File: src/rtl/falu_fcvt_wb_buffer_if.sv
// Handshake bundle between the FCVT datapath, the result buffer and the FP
// writeback port. The producer/consumer side uses the master modport; the
// buffer itself uses the slave modport.
interface falu_fcvt_wb_buffer_if #(
    parameter int ROB_W = 6
);
    // Conversion-result side
    logic             in_valid;
    logic             in_ready;
    logic [ROB_W-1:0] in_rob_tag;
    logic [4:0]       in_rd;
    logic             in_is_double;
    logic [63:0]      in_src;
    logic [63:0]      in_result;
    logic             in_overflow;
    logic             in_underflow;
    logic             in_inexact;

    // Writeback side
    logic             wb_valid;
    logic             wb_ready;
    logic [ROB_W-1:0] wb_rob_tag;
    logic [4:0]       wb_rd;
    logic [63:0]      wb_data;
    logic [4:0]       wb_fflags;

    modport master (
        output in_valid, in_rob_tag, in_rd, in_is_double, in_src, in_result,
               in_overflow, in_underflow, in_inexact, wb_ready,
        input  in_ready, wb_valid, wb_rob_tag, wb_rd, wb_data, wb_fflags
    );

    modport slave (
        input  in_valid, in_rob_tag, in_rd, in_is_double, in_src, in_result,
               in_overflow, in_underflow, in_inexact, wb_ready,
        output in_ready, wb_valid, wb_rob_tag, wb_rd, wb_data, wb_fflags
    );
endinterface

File: src/rtl/falu_fcvt_wb_buffer.sv
// FCVT.S.D / FCVT.D.S writeback buffer.
// Forms RISC-V fflags for each conversion result at capture time, queues the
// results in a small FIFO for the FP writeback port and keeps the sticky
// accumulated-fflags value for the FCSR.
module falu_fcvt_wb_buffer #(
    parameter int DEPTH = 2,
    parameter int ROB_W = 6
) (
    input  logic                   clk,
    input  logic                   rst_n,
    input  logic                   flush,
    input  logic                   fflags_clr,
    output logic [4:0]             acc_fflags,
    falu_fcvt_wb_buffer_if.slave   bus
);

    localparam int PTR_W = (DEPTH > 1) ? $clog2(DEPTH) : 1;
    localparam int CNT_W = $clog2(DEPTH + 1);
    localparam logic [CNT_W-1:0] FULL_CNT = CNT_W'(DEPTH);
    localparam logic [63:0] CANON_DP_QNAN = 64'h7FF8000000000000;

    // Flag formation for one conversion. NaN sources suppress the converter's
    // OF/UF/NX; a signalling-NaN source raises NV. A non-NaN-boxed SP source is
    // treated as the canonical quiet NaN.
    function automatic logic [4:0] form_fflags(
        input logic        is_double,
        input logic [63:0] src,
        input logic        ovf,
        input logic        unf,
        input logic        inx
    );
        logic boxed;
        logic src_nan;
        logic src_snan;
        logic of_f;
        logic uf_f;
        logic nx_f;
        if (is_double) begin
            boxed    = (src[63:32] == 32'hFFFF_FFFF);
            src_nan  = !boxed || ((src[30:23] == 8'hFF) && (src[22:0] != 23'd0));
            src_snan = boxed && (src[30:23] == 8'hFF) && (src[22:0] != 23'd0) && !src[22];
            of_f     = 1'b0;
            uf_f     = 1'b0;
            nx_f     = 1'b0;
        end else begin
            boxed    = 1'b1;
            src_nan  = (src[62:52] == 11'h7FF) && (src[51:0] != 52'd0);
            src_snan = src_nan && !src[51];
            of_f     = ovf & ~src_nan;
            uf_f     = unf & ~src_nan;
            nx_f     = (inx | of_f) & ~src_nan;
        end
        return {src_snan, 1'b0, of_f, uf_f, nx_f};
    endfunction

    // FIFO storage and control state
    logic [ROB_W-1:0] r_tag   [DEPTH];
    logic [4:0]       r_rd    [DEPTH];
    logic [63:0]      r_data  [DEPTH];
    logic [4:0]       r_flags [DEPTH];
    logic [PTR_W-1:0] r_wr_ptr;
    logic [PTR_W-1:0] r_rd_ptr;
    logic [CNT_W-1:0] r_count;
    logic [4:0]       r_acc;

    logic             w_in_ready;
    logic             w_wb_valid;
    logic             w_push;
    logic             w_pop;
    logic [4:0]       w_fflags;
    logic [63:0]      w_data;

    // Handshake qualifiers come only from registered occupancy
    assign w_in_ready = (r_count != FULL_CNT);
    assign w_wb_valid = (r_count != {CNT_W{1'b0}});
    assign w_push     = bus.in_valid & w_in_ready;
    assign w_pop      = w_wb_valid & bus.wb_ready;

    // Flags and write data for the entry being captured this cycle
    always_comb begin
        w_fflags = form_fflags(bus.in_is_double, bus.in_src, bus.in_overflow,
                               bus.in_underflow, bus.in_inexact);
        if (bus.in_is_double && (bus.in_src[63:32] != 32'hFFFF_FFFF)) begin
            w_data = CANON_DP_QNAN;
        end else begin
            w_data = bus.in_result;
        end
    end

    // Entry storage: written on an accepted push unless flushed the same cycle
    always_ff @(posedge clk or negedge rst_n) begin
        if (!rst_n) begin
            for (int i = 0; i < DEPTH; i++) begin
                r_tag[i]   <= {ROB_W{1'b0}};
                r_rd[i]    <= 5'd0;
                r_data[i]  <= 64'd0;
                r_flags[i] <= 5'd0;
            end
        end else if (w_push && !flush) begin
            r_tag[r_wr_ptr]   <= bus.in_rob_tag;
            r_rd[r_wr_ptr]    <= bus.in_rd;
            r_data[r_wr_ptr]  <= w_data;
            r_flags[r_wr_ptr] <= w_fflags;
        end
    end

    // Pointers, occupancy and sticky flags; flush empties the queue and
    // keeps the accumulated flags apart from an explicit clear
    always_ff @(posedge clk or negedge rst_n) begin
        if (!rst_n) begin
            r_wr_ptr <= {PTR_W{1'b0}};
            r_rd_ptr <= {PTR_W{1'b0}};
            r_count  <= {CNT_W{1'b0}};
            r_acc    <= 5'd0;
        end else if (flush) begin
            r_wr_ptr <= {PTR_W{1'b0}};
            r_rd_ptr <= {PTR_W{1'b0}};
            r_count  <= {CNT_W{1'b0}};
            r_acc    <= fflags_clr ? 5'd0 : r_acc;
        end else begin
            if (w_push) begin
                r_wr_ptr <= r_wr_ptr + PTR_W'(1);
            end
            if (w_pop) begin
                r_rd_ptr <= r_rd_ptr + PTR_W'(1);
            end
            case ({w_push, w_pop})
                2'b10:   r_count <= r_count + CNT_W'(1);
                2'b01:   r_count <= r_count - CNT_W'(1);
                default: r_count <= r_count;
            endcase
            r_acc <= (fflags_clr ? 5'd0 : r_acc) | (w_pop ? r_flags[r_rd_ptr] : 5'd0);
        end
    end

    assign bus.in_ready   = w_in_ready;
    assign bus.wb_valid   = w_wb_valid;
    assign bus.wb_rob_tag = r_tag[r_rd_ptr];
    assign bus.wb_rd      = r_rd[r_rd_ptr];
    assign bus.wb_data    = r_data[r_rd_ptr];
    assign bus.wb_fflags  = r_flags[r_rd_ptr];
    assign acc_fflags     = r_acc;

endmodule

File: src/flat_wrapper.sv
// flat-port wrapper written by rule: the top's interface ports become plain ports
module falu_fcvt_wb_buffer_flat 
#(
    parameter int DEPTH = 2,
    parameter int ROB_W = 6
)
  (clk, rst_n, flush, fflags_clr, acc_fflags, bus_in_valid, bus_in_rob_tag, bus_in_rd, bus_in_is_double, bus_in_src, bus_in_result, bus_in_overflow, bus_in_underflow, bus_in_inexact, bus_wb_ready, bus_in_ready, bus_wb_valid, bus_wb_rob_tag, bus_wb_rd, bus_wb_data, bus_wb_fflags);
  falu_fcvt_wb_buffer_if #(.ROB_W(ROB_W)) bus_i ();
  input  logic clk;
  input  logic rst_n;
  input  logic flush;
  input  logic fflags_clr;
  output logic [4:0] acc_fflags;
  input wire logic [$bits(bus_i.in_valid)-1:0] bus_in_valid;
  input wire logic [$bits(bus_i.in_rob_tag)-1:0] bus_in_rob_tag;
  input wire logic [$bits(bus_i.in_rd)-1:0] bus_in_rd;
  input wire logic [$bits(bus_i.in_is_double)-1:0] bus_in_is_double;
  input wire logic [$bits(bus_i.in_src)-1:0] bus_in_src;
  input wire logic [$bits(bus_i.in_result)-1:0] bus_in_result;
  input wire logic [$bits(bus_i.in_overflow)-1:0] bus_in_overflow;
  input wire logic [$bits(bus_i.in_underflow)-1:0] bus_in_underflow;
  input wire logic [$bits(bus_i.in_inexact)-1:0] bus_in_inexact;
  input wire logic [$bits(bus_i.wb_ready)-1:0] bus_wb_ready;
  output wire logic [$bits(bus_i.in_ready)-1:0] bus_in_ready;
  output wire logic [$bits(bus_i.wb_valid)-1:0] bus_wb_valid;
  output wire logic [$bits(bus_i.wb_rob_tag)-1:0] bus_wb_rob_tag;
  output wire logic [$bits(bus_i.wb_rd)-1:0] bus_wb_rd;
  output wire logic [$bits(bus_i.wb_data)-1:0] bus_wb_data;
  output wire logic [$bits(bus_i.wb_fflags)-1:0] bus_wb_fflags;
  assign bus_i.in_valid = bus_in_valid;
  assign bus_i.in_rob_tag = bus_in_rob_tag;
  assign bus_i.in_rd = bus_in_rd;
  assign bus_i.in_is_double = bus_in_is_double;
  assign bus_i.in_src = bus_in_src;
  assign bus_i.in_result = bus_in_result;
  assign bus_i.in_overflow = bus_in_overflow;
  assign bus_i.in_underflow = bus_in_underflow;
  assign bus_i.in_inexact = bus_in_inexact;
  assign bus_i.wb_ready = bus_wb_ready;
  assign bus_in_ready = bus_i.in_ready;
  assign bus_wb_valid = bus_i.wb_valid;
  assign bus_wb_rob_tag = bus_i.wb_rob_tag;
  assign bus_wb_rd = bus_i.wb_rd;
  assign bus_wb_data = bus_i.wb_data;
  assign bus_wb_fflags = bus_i.wb_fflags;
  falu_fcvt_wb_buffer #(.DEPTH(DEPTH), .ROB_W(ROB_W)) u_core (.clk(clk), .rst_n(rst_n), .flush(flush), .fflags_clr(fflags_clr), .acc_fflags(acc_fflags), .bus(bus_i));
endmodule
File: config.mk
export PLATFORM = sky130hd
export DESIGN_NAME = falu_fcvt_wb_buffer_flat
export DESIGN_NICKNAME = d
export VERILOG_FILES = /design/src/rtl/falu_fcvt_wb_buffer_if.sv /design/src/rtl/falu_fcvt_wb_buffer.sv /design/src/flat_wrapper.sv
export SDC_FILE = /design/constraint.sdc
export NUM_CORES = 1
export LEC_CHECK = 0
export ABC_AREA = 1
export ABC_CLOCK_PERIOD_IN_PS = 1750
export BUFFER_PORTS_ARGS = -buffer_cell sky130_fd_sc_hd__buf_4
export CAP_MARGIN = 20
export CELL_PAD_IN_SITES_DETAIL_PLACEMENT = 1
export CELL_PAD_IN_SITES_GLOBAL_PLACEMENT = 2
export CORE_MARGIN = 2
export CORE_UTILIZATION = 28
export CTS_CLUSTER_SIZE = 20
export DETAILED_ROUTE_END_ITERATION = 7
export GPL_ROUTABILITY_DRIVEN = 0
export PLACE_DENSITY_LB_ADDON = 0.1
export SYNTH_ARGS = -nofsm -noshare
export SYNTH_HDL_FRONTEND = slang
export SYNTH_SLANG_ARGS = --single-unit
File: constraint.sdc
create_clock -name clk -period 1.75 [get_ports clk]
set_input_delay 0.2625 -clock clk [delete_from_list [all_inputs] [get_ports clk]]
set_output_delay 0.2625 -clock clk [all_outputs]
set_load 0.01 [all_outputs]
==> summary.md <==
| Metric | Value |
|---|---|
| Post-Syn Area | `7920 µm²` |
| Clock power frac | `0.300` |
| Congestion Overflow GR | `0` |
| Met2 Use GR | `0.316` |
| Post-synth cell types | `21` |
| Worst Setup Slack, final | `-63.9 ps` |
| Die Width | `172 µm` |
| Met3 usage | `0.0330` |
| H-tree depth | `4` |
| Highest Clock Rate | `around 550 MHz` |
| Mapped Cells | `between 1000 and 1500` |
| Status | `complete, but fails checks` |
| Die Y | `172 µm` |
| Sequential Power Share | `0.420` |
| Gate power share | `0.281` |
| DRC | `0` |
| Reg2reg setup slack | `around 170 ps` |
| Peak supply drop | `0.455 mV` |
| Worst hold path class | `in -> reg` |
| Starting Density | `0.284` |
| Synth Area in XOR/XNOR | `0` |
| Ys Warns | `0` |
| Synthesis-to-layout area growth | `41.7%` |
| Initial antenna violation count | `0` |
| Simple-Gate Fraction of Synth Area | `0.387` |
| DP Cell Count | `1652` |
| Final Hold Fails | `0` |
| Endpoint type of the worst setup path | `output port` |
| Root buffer cell | `clkbuf_16` |
| # diodes | `0` |
| Clock sinks | `167` |
| Critical path arrival | `1550 ps` |
| CTS tree | `done` |
| Switching power | `0.00405 W` |
| Syn avg cell area | `7.36 µm²` |
| Max-cap check violation count | `0` |
| Startpoint Class | `flip-flop` |
| Vias in the first global route | `approximately 8000` |
| Clk slew on worst S/H paths | `80 ps` |
| Largest family of logic cells by synthesized area | `simple AND/OR/NAND/NOR gates` |
| Post-Route Skew | `12.2 ps` |
| Yosys reg bits | `between 150 and 200` |
| Vias per inst | `4.55` |
| Power Density | `1100 nW/µm²` |
| # fillers | `3399` |
| Post-synthesis net count | `1226` |
| Largest net degree at the start of global routing | `66` |
| CORE AREA | `27900 µm²` |
| Gr usage total | `0.187` |
| DRT Pass-1 Iters | `4` |
| Failing checks | `negative setup slack` |
| Mux share of post-synthesis cell area | `0` |
| Global-route wire length before repair | `42.7 mm` |
| Total Power | `0.0124 W` |
| Worst Path Required | `about 1500 ps` |
| Skew-Pair Late Insertion Delay | `430 ps` |
| Internal | `0.00831 W` |
| Fin crit share | `1.04` |
| Pre-CTS WS | `79.2 ps` |
| Compound-gate portion of the synthesized area | `0.0291` |
| Nets | `1452` |
| Core Rows | `between 60 and 70` |
| Sw frac | `0.327` |
| Die area | `29700 µm²` |
| WL/cell | `around 16 µm` |
| Met1 Track Usage GR | `0.248` |
| Crit path kind | `reg -> out` |
| Clock buffer depth | `2` |
| Busiest layer in global routing | `met2` |
| Final Critical Period | `about 1800 ps` |
| Antenna Nets Post-Route | `0` |
| Num CTS Buffers | `17` |
| Final Max Tran Viols | `0` |
| IO Pins | `between 200 and 250` |
| Register area share after synthesis | `0.527` |
| Initial drt markers | `489` |
| Non-Filler Instances | `approximately 1700` |
| P_leak | `6.09 nW` |
| DRT Wirelength | `27.5 mm` |
| Crit-path max FO | `35` |
| RSZ-0062 raised after global routing | `yes` |
| Share of layout cells above drive strength 1 | `0.267` |
| Port Buffers | `234` |
| Dpl hpwl | `17.8 mm` |
| Vias | `7707` |
| Finish-stage setup viols | `69` |
| Post-Synth Adder-Cell Area | `0` |
==> state kept, by name, indices dropped and copies added (netlist names) <==
| signal | cells |
|---|---|
| u_core.r_flags | 8 |
| u_core.r_wr_ptr | 1 |
| u_core.r_data | 128 |
| u_core.acc_fflags | 5 |
| u_core.r_count | 2 |
| u_core.r_rd_ptr | 1 |
| u_core.r_tag | 12 |
| u_core.r_rd | 10 |
==> per-stage QoR <==
| stage | TNS [ps] | hold slack [ps] | utilization | cell area [µm²] |
|---|---|---|---|---|
| 6_report | -1750 | 54.6 | 0.403 | 11200 |
| 3_5_place_dp | 0 | 151 | 0.369 | 10300 |
| 4_1_cts | -5000 | 35.2 | 0.396 | 11000 |
| 5_1_grt | -7540 | 50.1 | 0.403 | 11200 |
| 3_3_place_gp | 0 | 148 | 0.369 | 10300 |
| 2_1_floorplan | 0 | -33.1 | - | 7920 |
==> power by group through the flow <==
stage	combinational, W	sequential (W)	clock (W)
2_1_floorplan	0.00168	0.00511	0
3_3_place_gp	0.00322	0.00520	0
3_5_place_dp	0.00327	0.00522	0
4_1_cts	0.00341	0.00517	0.00383
5_1_grt	0.00391	0.00529	0.00398
6_report	0.00347	0.00518	0.00370
==> final cells by class <==
cell class / instances / area (µm²) / area share
Clock buffer: 18 / 429 / 0.0382
Clock inverter: 13 / 134 / 0.0119
Inverter: 42 / 175 / 0.0156
Multi-Input combinational cell: 804 / 3440 / 0.306
Sequential cell: 167 / 4180 / 0.373
Tap cell: 378 / 473 / 0.0421
Timing Repair Buffer: 271 / 2400 / 0.214
==> kinds of logic after synthesis <==
kind of cell | count (synthesis)
compound gates | 43
buf+inv | 106
flops | 167
other cells | 1
simple gates | 760
==> cells in the final DEF, fill, tap and decap left out, drive strengths merged <==
cell type and count:
nand3 115, conb 1, clkbuf 20, nor3 3
dlygate4sd3 2, nor2 55, o21ai 30, buf 267
inv 47, clkinv 4, a31oi 12, bufinv 1
or2 1, nand4 15, nand2 571, clkinvlp 3
dfrtp 167, a21oi 1
==> critical path, cell delays in order, from the launching register on <==
cell and delay, ps:
dfrtp_4 500, buf_8 270, nand2_1 100, nand2_2 100, buf_4 120
==> cells in the mapped netlist <==
| cell type | number | area (µm²) |
|---|---|---|
| a21oi_1 | 1 | 5.00 |
| a31oi_1 | 12 | 75.1 |
| buf_1 | 1 | 3.75 |
| buf_2 | 20 | 100 |
| buf_4 | 2 | 15.0 |
| buf_6 | 2 | 22.5 |
| clkbuf_1 | 39 | 146 |
| clkinv_1 | 1 | 3.75 |
| conb_1 | 1 | 3.75 |
| dfrtp_1 | 167 | 4180 |
| inv_1 | 37 | 139 |
| inv_2 | 4 | 15.0 |
| nand2_1 | 570 | 2140 |
| nand2_2 | 1 | 6.26 |
| nand3_1 | 115 | 576 |
| nand4_1 | 15 | 93.8 |
| nor2_1 | 55 | 206 |
| nor3_1 | 1 | 5.00 |
| nor3_4 | 2 | 32.5 |
| o21ai_0 | 30 | 150 |
| or2_2 | 1 | 6.26 |
==> worst paths after layout <==
kind / start / endpoint / depth (start not counted)
max reg2reg: u_core.r_count[0] / u_core.r_data[108] / 8
min: bus_in_result[16] / u_core.r_data[80] / 3
min in group asynchronous: rst_n / u_core.r_data[116] / 2
max in group asynchronous: rst_n / u_core.r_tag[1] / 3
min reg2reg: u_core.r_data[46] / u_core.r_data[46] / 2
max: u_core.r_rd_ptr / bus_wb_rd[2] / 4
==> per-layer routing <==
layer,part of all wire,vias up
li1,-,3812
met1,0.47,3704
met2,0.48,169
met3,0.040,22
met4,0.010,0
met5,0,-
==> timing repair <==
item / 4_1_cts / 5_1_grt
hold buffers: 2 / 0
endpoints found under the setup margin: 79 / 189
resized for setup: 36 / 41
pin swaps: 0 / 4
hold endpoints to repair: 32 / 0
setup buffers: 1 / 2
cloned: 2 / 3
No activity file was read; power rests on OpenSTA's default activity.
